$ cat src/rtl/uart_tx_engine.sv
// uart_tx_engine: LSB-first UART transmitter (start/data/parity/stop) with valid/ready input and per-frame latched bit divider.
module uart_tx_engine #(
  parameter int DATA_BITS = 8,
  parameter int PARITY    = 0,
  parameter int STOP_BITS = 1,
  parameter int DIV_W     = 16
) (
  input  logic                 clk,
  input  logic                 reset,
  input  logic [DIV_W-1:0]     clk_div,
  input  logic                 tx_valid,
  input  logic [DATA_BITS-1:0] tx_data,
  output logic                 tx_ready,
  output logic                 tx_done,
  output logic                 tx
);
  typedef enum logic [2:0] {IDLE, START, DATA, PAR, STOP} state_t;
  localparam logic [3:0] LAST_DATA = 4'(DATA_BITS - 1);
  localparam logic [3:0] LAST_STOP = 4'(STOP_BITS - 1);
  if (DATA_BITS < 5 || DATA_BITS > 9 || PARITY < 0 || PARITY > 2 || STOP_BITS < 1 || STOP_BITS > 2) begin : g_bad_params
    $error("uart_tx_engine: illegal parameter combination");
  end
  state_t               state_q, state_d;
  logic [DIV_W-1:0]     timer_q, timer_d, div_q, div_d;
  logic [DATA_BITS-1:0] shift_q, shift_d;
  logic [3:0]           cnt_q, cnt_d;
  logic                 par_q, par_d, tx_q, tx_d, tx_ready_q, tx_ready_d, tx_done_q, tx_done_d;
  logic                 bit_end;
  assign bit_end = timer_q == div_q;
  always_comb begin
    state_d    = state_q;
    timer_d    = timer_q;
    div_d      = div_q;
    shift_d    = shift_q;
    cnt_d      = cnt_q;
    par_d      = par_q;
    tx_d       = tx_q;
    tx_ready_d = tx_ready_q;
    tx_done_d  = 1'b0;
    if (state_q == IDLE) begin
      tx_d       = 1'b1;
      tx_ready_d = 1'b1;
      if (tx_valid && tx_ready_q) begin
        state_d    = START;
        tx_d       = 1'b0;
        tx_ready_d = 1'b0;
        timer_d    = '0;
        div_d      = clk_div;
        shift_d    = tx_data;
        par_d      = (PARITY == 2) ? ~^tx_data : ^tx_data;
      end
    end else begin
      timer_d = bit_end ? '0 : timer_q + 1'b1;
      if (bit_end) begin
        case (state_q)
          START: begin
            state_d = DATA;
            tx_d    = shift_q[0];
            shift_d = shift_q >> 1;
            cnt_d   = '0;
          end
          DATA: begin
            if (cnt_q == LAST_DATA) begin
              state_d = (PARITY != 0) ? PAR : STOP;
              tx_d    = (PARITY != 0) ? par_q : 1'b1;
              cnt_d   = '0;
            end else begin
              tx_d    = shift_q[0];
              shift_d = shift_q >> 1;
              cnt_d   = cnt_q + 4'd1;
            end
          end
          PAR: begin
            state_d = STOP;
            tx_d    = 1'b1;
          end
          default: cnt_d = cnt_q + 4'd1;
        endcase
      end
      // The final stop-bit cycle is spent in IDLE so ready and done line up with it.
      if (state_d == STOP && cnt_d == LAST_STOP && timer_d == div_q) begin
        state_d    = IDLE;
        tx_d       = 1'b1;
        tx_ready_d = 1'b1;
        tx_done_d  = 1'b1;
      end
    end
  end
  always_ff @(posedge clk) begin
    if (reset) begin
      state_q    <= IDLE;
      timer_q    <= '0;
      div_q      <= '0;
      shift_q    <= '0;
      cnt_q      <= '0;
      par_q      <= 1'b0;
      tx_q       <= 1'b1;
      tx_ready_q <= 1'b0;
      tx_done_q  <= 1'b0;
    end else begin
      state_q    <= state_d;
      timer_q    <= timer_d;
      div_q      <= div_d;
      shift_q    <= shift_d;
      cnt_q      <= cnt_d;
      par_q      <= par_d;
      tx_q       <= tx_d;
      tx_ready_q <= tx_ready_d;
      tx_done_q  <= tx_done_d;
    end
  end
  assign tx       = tx_q;
  assign tx_ready = tx_ready_q;
  assign tx_done  = tx_done_q;
endmodule

$ cat config.mk
export PLATFORM = sky130hd
export DESIGN_NAME = uart_tx_engine
export DESIGN_NICKNAME = d
export VERILOG_FILES = /design/src/rtl/uart_tx_engine.sv
export SDC_FILE = /design/constraint.sdc
export NUM_CORES = 1
export LEC_CHECK = 0
export ABC_AREA = 1
export BUFFER_PORTS_ARGS = -buffer_cell sky130_fd_sc_hd__buf_4
export CAP_MARGIN = 0
export CELL_PAD_IN_SITES_DETAIL_PLACEMENT = 0
export CELL_PAD_IN_SITES_GLOBAL_PLACEMENT = 1
export CORE_ASPECT_RATIO = 0.6
export CORE_UTILIZATION = 37
export DETAILED_ROUTE_END_ITERATION = 7
export MAX_ROUTING_LAYER = met4
export PLACE_DENSITY_LB_ADDON = 0.1
export SYNTH_ARGS = -nofsm -noshare
export SYNTH_HDL_FRONTEND = slang
export SYNTH_SLANG_ARGS = --single-unit
export TNS_END_PERCENT = 50
$ cat constraint.sdc
create_clock -name clk -period 2 [get_ports clk]
set_clock_uncertainty 0.1 [all_clocks]
set_input_delay 0.4 -clock clk [delete_from_list [all_inputs] [get_ports clk]]
set_output_delay 0.4 -clock clk [all_outputs]
set_load 0.005 [all_outputs]
* Yosys cells after proc, flatten, opt, wreduce, memory -nomap -nowiden *
Cells that the tools add are included.

word-level totals
  bits in registers = 50
  word-level logic and storage cells = 61
  output and inout bits = 3
  bits of input ports = 27

operators by class
  add/sub/neg operators = 2
  eq/ne operators = 9
  muxes and demuxes = 28
  reductions and logical operators = 14

operators by type and width
  cell                     number
  $mux W16                 3
  $eq A16 B16 Y1           2
  $mux W8                  4
  $mux W3                  6
  $add A16 B1 Y16 const B  1
  $pmux W8 S2              1
  $mux W4                  3
  $pmux W4 S3              1
  $pmux W3 S3              1
  $mux W1                  8
  $eq A3 B2 Y1 const B     2
  $reduce_bool A3 Y1       2
  $reduce_bool A5 Y1       1
  $add A4 B1 Y4 const B    1
  $eq A4 B3 Y1 const B     1
  $logic_not A4 Y1         1
  $reduce_and A2 Y1        2
  $reduce_and A4 Y1        1
  $reduce_bool A2 Y1       2
  $eq A3 B1 Y1 const B     1
  $eq A3 B3 Y1 const B     1
  $logic_and A1 B1 Y1      3
  $logic_not A3 Y1         1
  $ne A3 B3 Y1 const B     1
  3 further kinds          3

* Longest topological paths before layout *
  depth in word-level cells = 10
  gate-level depth with buffers = 20
  depth with buffers taken out = 19

* Least setup slack after synthesis *
OpenSTA, ideal clock, no wires.

  path kind = flip-flop to flip-flop
  from = register timer_q[0]
  to = register tx_q (netlist: tx)
  arrival time = 1.872 ns
  period minus slack after synthesis = 2.084 ns
  setup slack = -0.084 ns
  library setup time = 0.112 ns
  path buffers = 0
  cell stages (with the launch flop) = 17
  required time = 1.788 ns
  path through = dfxtp_1 > ha_1 > nand3_2 > nor2_2 > nand2_1 > xor2_1 > nand2_1 > nand2_1 > nand2_1 > nor2_1 > nand3b_1 > nor2_1 > nand2_2 > nand3_1 > nand2_1 > clkinv_1 > nand2_1

on the way
  cells in the longest elaborated chain, start to end = 8
  elaborated cells between the ends (all ways) = 17
  classes of those cells = 1 x add/sub; 3 x eq/ne; 7 x mux; 6 x reduce/logical

ends and longest elaborated chain
  element                                                  line  text
  from (decl)                                              24    logic [DIV_W-1:0] timer_q, timer_d, div_q, div_d;
  from (signal assigned)                                   102   timer_q <= timer_d;
  branches (longest 8 deep; another with $add A16 B1 Y16)  n/a
  to (signal assigned)                                     107   tx_q <= tx_d;
  to (decl)                                                27    logic par_q, par_d, tx_q, tx_d, tx_ready_q, tx_ready_d, tx_done_q, tx_done_d;

Parallel ways; which one is timed is not known. The select of a mux whose other input is x is not followed.
A chain may end at the register's enable or synchronous reset.

* Worst setup path in the final report *
Same ends and word-level chain as after synthesis.

==> impl_results.md <==
- Worst slew margin: 0.671
- Final-report hold violation count: 0
- Reg power frac: 0.219
- Crit. End Element: flip-flop
- Synth cell count leaders: 177 x nand2_1, 58 x inv_1, 53 x nand3_1
- Clk pwr share: 0.160
- Placer Congestion: 0.899
- Adder-cell share of the synthesized area: 0.00780
- Dpl hpwl: 8100 um
- Syn Area/Cell: 6.08 um2
- CP peak stage delay: 0.39 ns
- Final setup violation count: 6
- Yosys reg bits: 50
- Pins Over Slew Limit: 0
- Synthesis Warnings: 0
- Clock Sinks: 50
- Drt drc: 0
- Mapped Cells: 528
- WL/cell: 14.0 um
- Cell Pwr Density: 1220 nW/um2
- Final Cell Area: 5130 um2
- Rows: 25
- Max VDD drop: 0.000596 V
- Root Buffer: clkbuf_16
- Dpl cell area: 4490 um2
- Vias: 3902
- Mux cell area share after synthesis: 0
- Count of cell types in the netlist: 30
- Final non-filler cell total: 799
- Synth area leaders: dfxtp_1 31%, nand2_1 21%, nand3_1 8.3%
- Largest net degree at the start of global routing: 35
- Syn-to-layout area delta: 59.8%
- Largest family of logic cells by synthesized area: simple AND/OR/NAND/NOR gates
- Status: finished, violations left
- Initial core utilization: 0.395
- Sum of negative setup slack: -1.11 ns
- Antenna Nets Post-Route: 0
- Syn_nets: 557
- Total power draw: 0.00626 W
- Die area: 9060 um2
- Diodes inserted: 0
- Hold WC Path Type: input port to flip-flop
- Vias in the first global route: 3604
- Die H: 74.1 um
- Initial DRC Count: 267
- DP Cell Count: 776
- P_int: 0.00359 W
- Crit path launch type: flip-flop
- Top-count cell post-synth: nand2_1
- # nets final: 719
- Clock Latency Late Sink: 0.30 ns
- IO Port Bufs: 29
- Global-route wire length before repair: 18300 um
- Synth top area share: 0.312
- Initial antenna violation count: 0
- Fin crit period: 2.31 ns
- Final worst slack: -0.313 ns
- Slew @ Worst Pin: 0.489 ns
- Xor/xnor share of the synthesized area: 0.0273
- CP Class: flip-flop to flip-flop
- Crit path max fanout: 6
- Sw Ratio: 0.427
- Num CTS Buffers: 5
- Drt first pass iters: 5
- CTS tree: done
- Boundary Pins: 30
- # H-tree levels: 2
- Seq/Total Area, Yosys: 0.312
- Failing checks: setup timing
- Core Area: 8130 um2
- Critical Path AT: 2.41 ns
- Die Span X: 122 um
- Mapped Area: 3210 um2
- Post-layout util: 0.630
- Max-capacitance violation count: 0
- GRT Util Overall: 0.271
- Comb power frac: 0.621
- Critical Path, Cell by Cell: ha_4 -> nand3_4 -> nor2_4 -> nand2_2 -> xor2_2 -> buf_4 -> nand3_2 -> nand2_2 -> nor2_4 -> nand3b_1 -> nor2_1 -> nand2_2 -> nand3_2 -> nand2_2 -> inv_2 -> nand2_1
- Worst EP required: 2.09 ns
- Simple-Gate Fraction of Synth Area: 0.407
- CTS Buffer Depth: 2
- Worst-path clk slew: 0.07 ns
- Via density: 4.88
- Fmax: 0.432 GHz
- Most common cell type on the critical path: nand2_2
- Ys async rst share: 0
- Slowest cell on crit path: dfxtp_4
- Gr ovfl total: 0
- RSZ-0062 raised after global routing: yes
- Compound-cell area share of the yosys netlist: 0.139
- EDFF count, synth: 0
- Leading area contributor after synthesis: dfxtp_1
- Post-route clock period utilization: 1.16
- P_sw: 0.00267 W
- Total wire length: 11200 um
- Ys flop type: dfxtp_1
- Lkg Pwr: 2.45 nW
- Layout cells sized above 1: 0.434
## flip-flops by register name, summed over array words and instances, names as in the netlist
register  count
shift_q       8
timer_q      16
tx            1
state_q       3
tx_done       1
tx_ready      1
cnt_q         4
div_q        16
## logic make-up (layout without fill, tap and decap cells)
logic type | count (synthesis) | in the layout
AOI/OAI and AO/OA | 76 | 76
buffers and inverters | 84 | 246
and+or+nand+nor | 306 | 307
xor gates and xnor gates | 10 | 10
DFF | 50 | 50
adders and majority gates | 2 | 2
## power groups by stage
stage               sequential [W]  combinational, W  clock, W
floorplan                  0.00134           0.00173         0
global placement           0.00135           0.00307         0
detailed placement         0.00136           0.00309         0
CTS                        0.00135           0.00343   0.00101
global route               0.00140           0.00424   0.00105
finish                     0.00137           0.00389  0.000998
## worst paths after layout
check                           startpoint         end  slack [ns]  depth (start not counted)
worst min register to register  shift_q[6]  shift_q[6]        0.36                          2
worst max register to register  timer_q[0]          tx       -0.31                         16
worst min-delay path            tx_data[7]  shift_q[7]        0.28                          3
worst max-delay path            timer_q[0]          tx       -0.31                         16
## area by class of cell
cell class | instances | area (um2)
Inverter | 68 | 258
Tap cell | 108 | 135
Clock inverter | 3 | 40.0
Clock buffer | 5 | 125
Fill cell | 756 | 3010
Sequential cell | 50 | 1040
Multi-Input combinational cell | 395 | 2160
Timing Repair Buffer | 170 | 1370
## per-layer routing
metal	wire length, um	GRT usage	share of wire	vias to the layer above
met5	0	-	0	-
met4	140	0.0474	0.013	0
met3	546	0.0406	0.049	15
met2	4590	0.383	0.41	87
met1	5910	0.404	0.53	1774
li1	-	-	-	2026
## metrics by stage
step,hold slack (ns),setup WS [ns]
final,0.276,-0.313
after global routing,0.292,-0.451
after CTS,0.278,-0.263
after detailed placement,0.349,-0.400
after global placement,0.342,-0.365
after floorplan,0.330,0.0102
## critical path: cells and delay by family, from the launching register on
| family | cells | cell delay [ns] |
|---|---|---|
| AND/OR/NAND/NOR | 12 | 1.16 |
| flip-flops | 1 | 0.39 |
| XOR/XNOR | 1 | 0.20 |
| buffers and inverters | 2 | 0.17 |
| adder cells (fa/ha/maj) | 1 | 0.16 |
## placed cells by master, fill, tap and decap left out, types with 8 or more instances in the layout
cell	count
nor2_1	35
dfxtp_2	26
a21oi_1	21
nor2_2	12
buf_6	9
nand3_2	9
inv_1	51
buf_4	157
nand2_2	30
inv_2	14
nand2_1	150
o21ai_0	22
nand3_1	45
dfxtp_1	21
o22ai_1	11
nor2_4	8
## repair_timing
action / 4_1_cts / 5_1_grt
pin swaps: 29 / 36
setup endpoints to repair: 12 / 20
hold buffers: 0 / 0
gates cloned: 2 / 0
buffers inserted: 5 / 8
endpoints found under the hold margin: 0 / 0
resized for setup: 38 / 84
No activity file was read; power rests on OpenSTA's default activity.
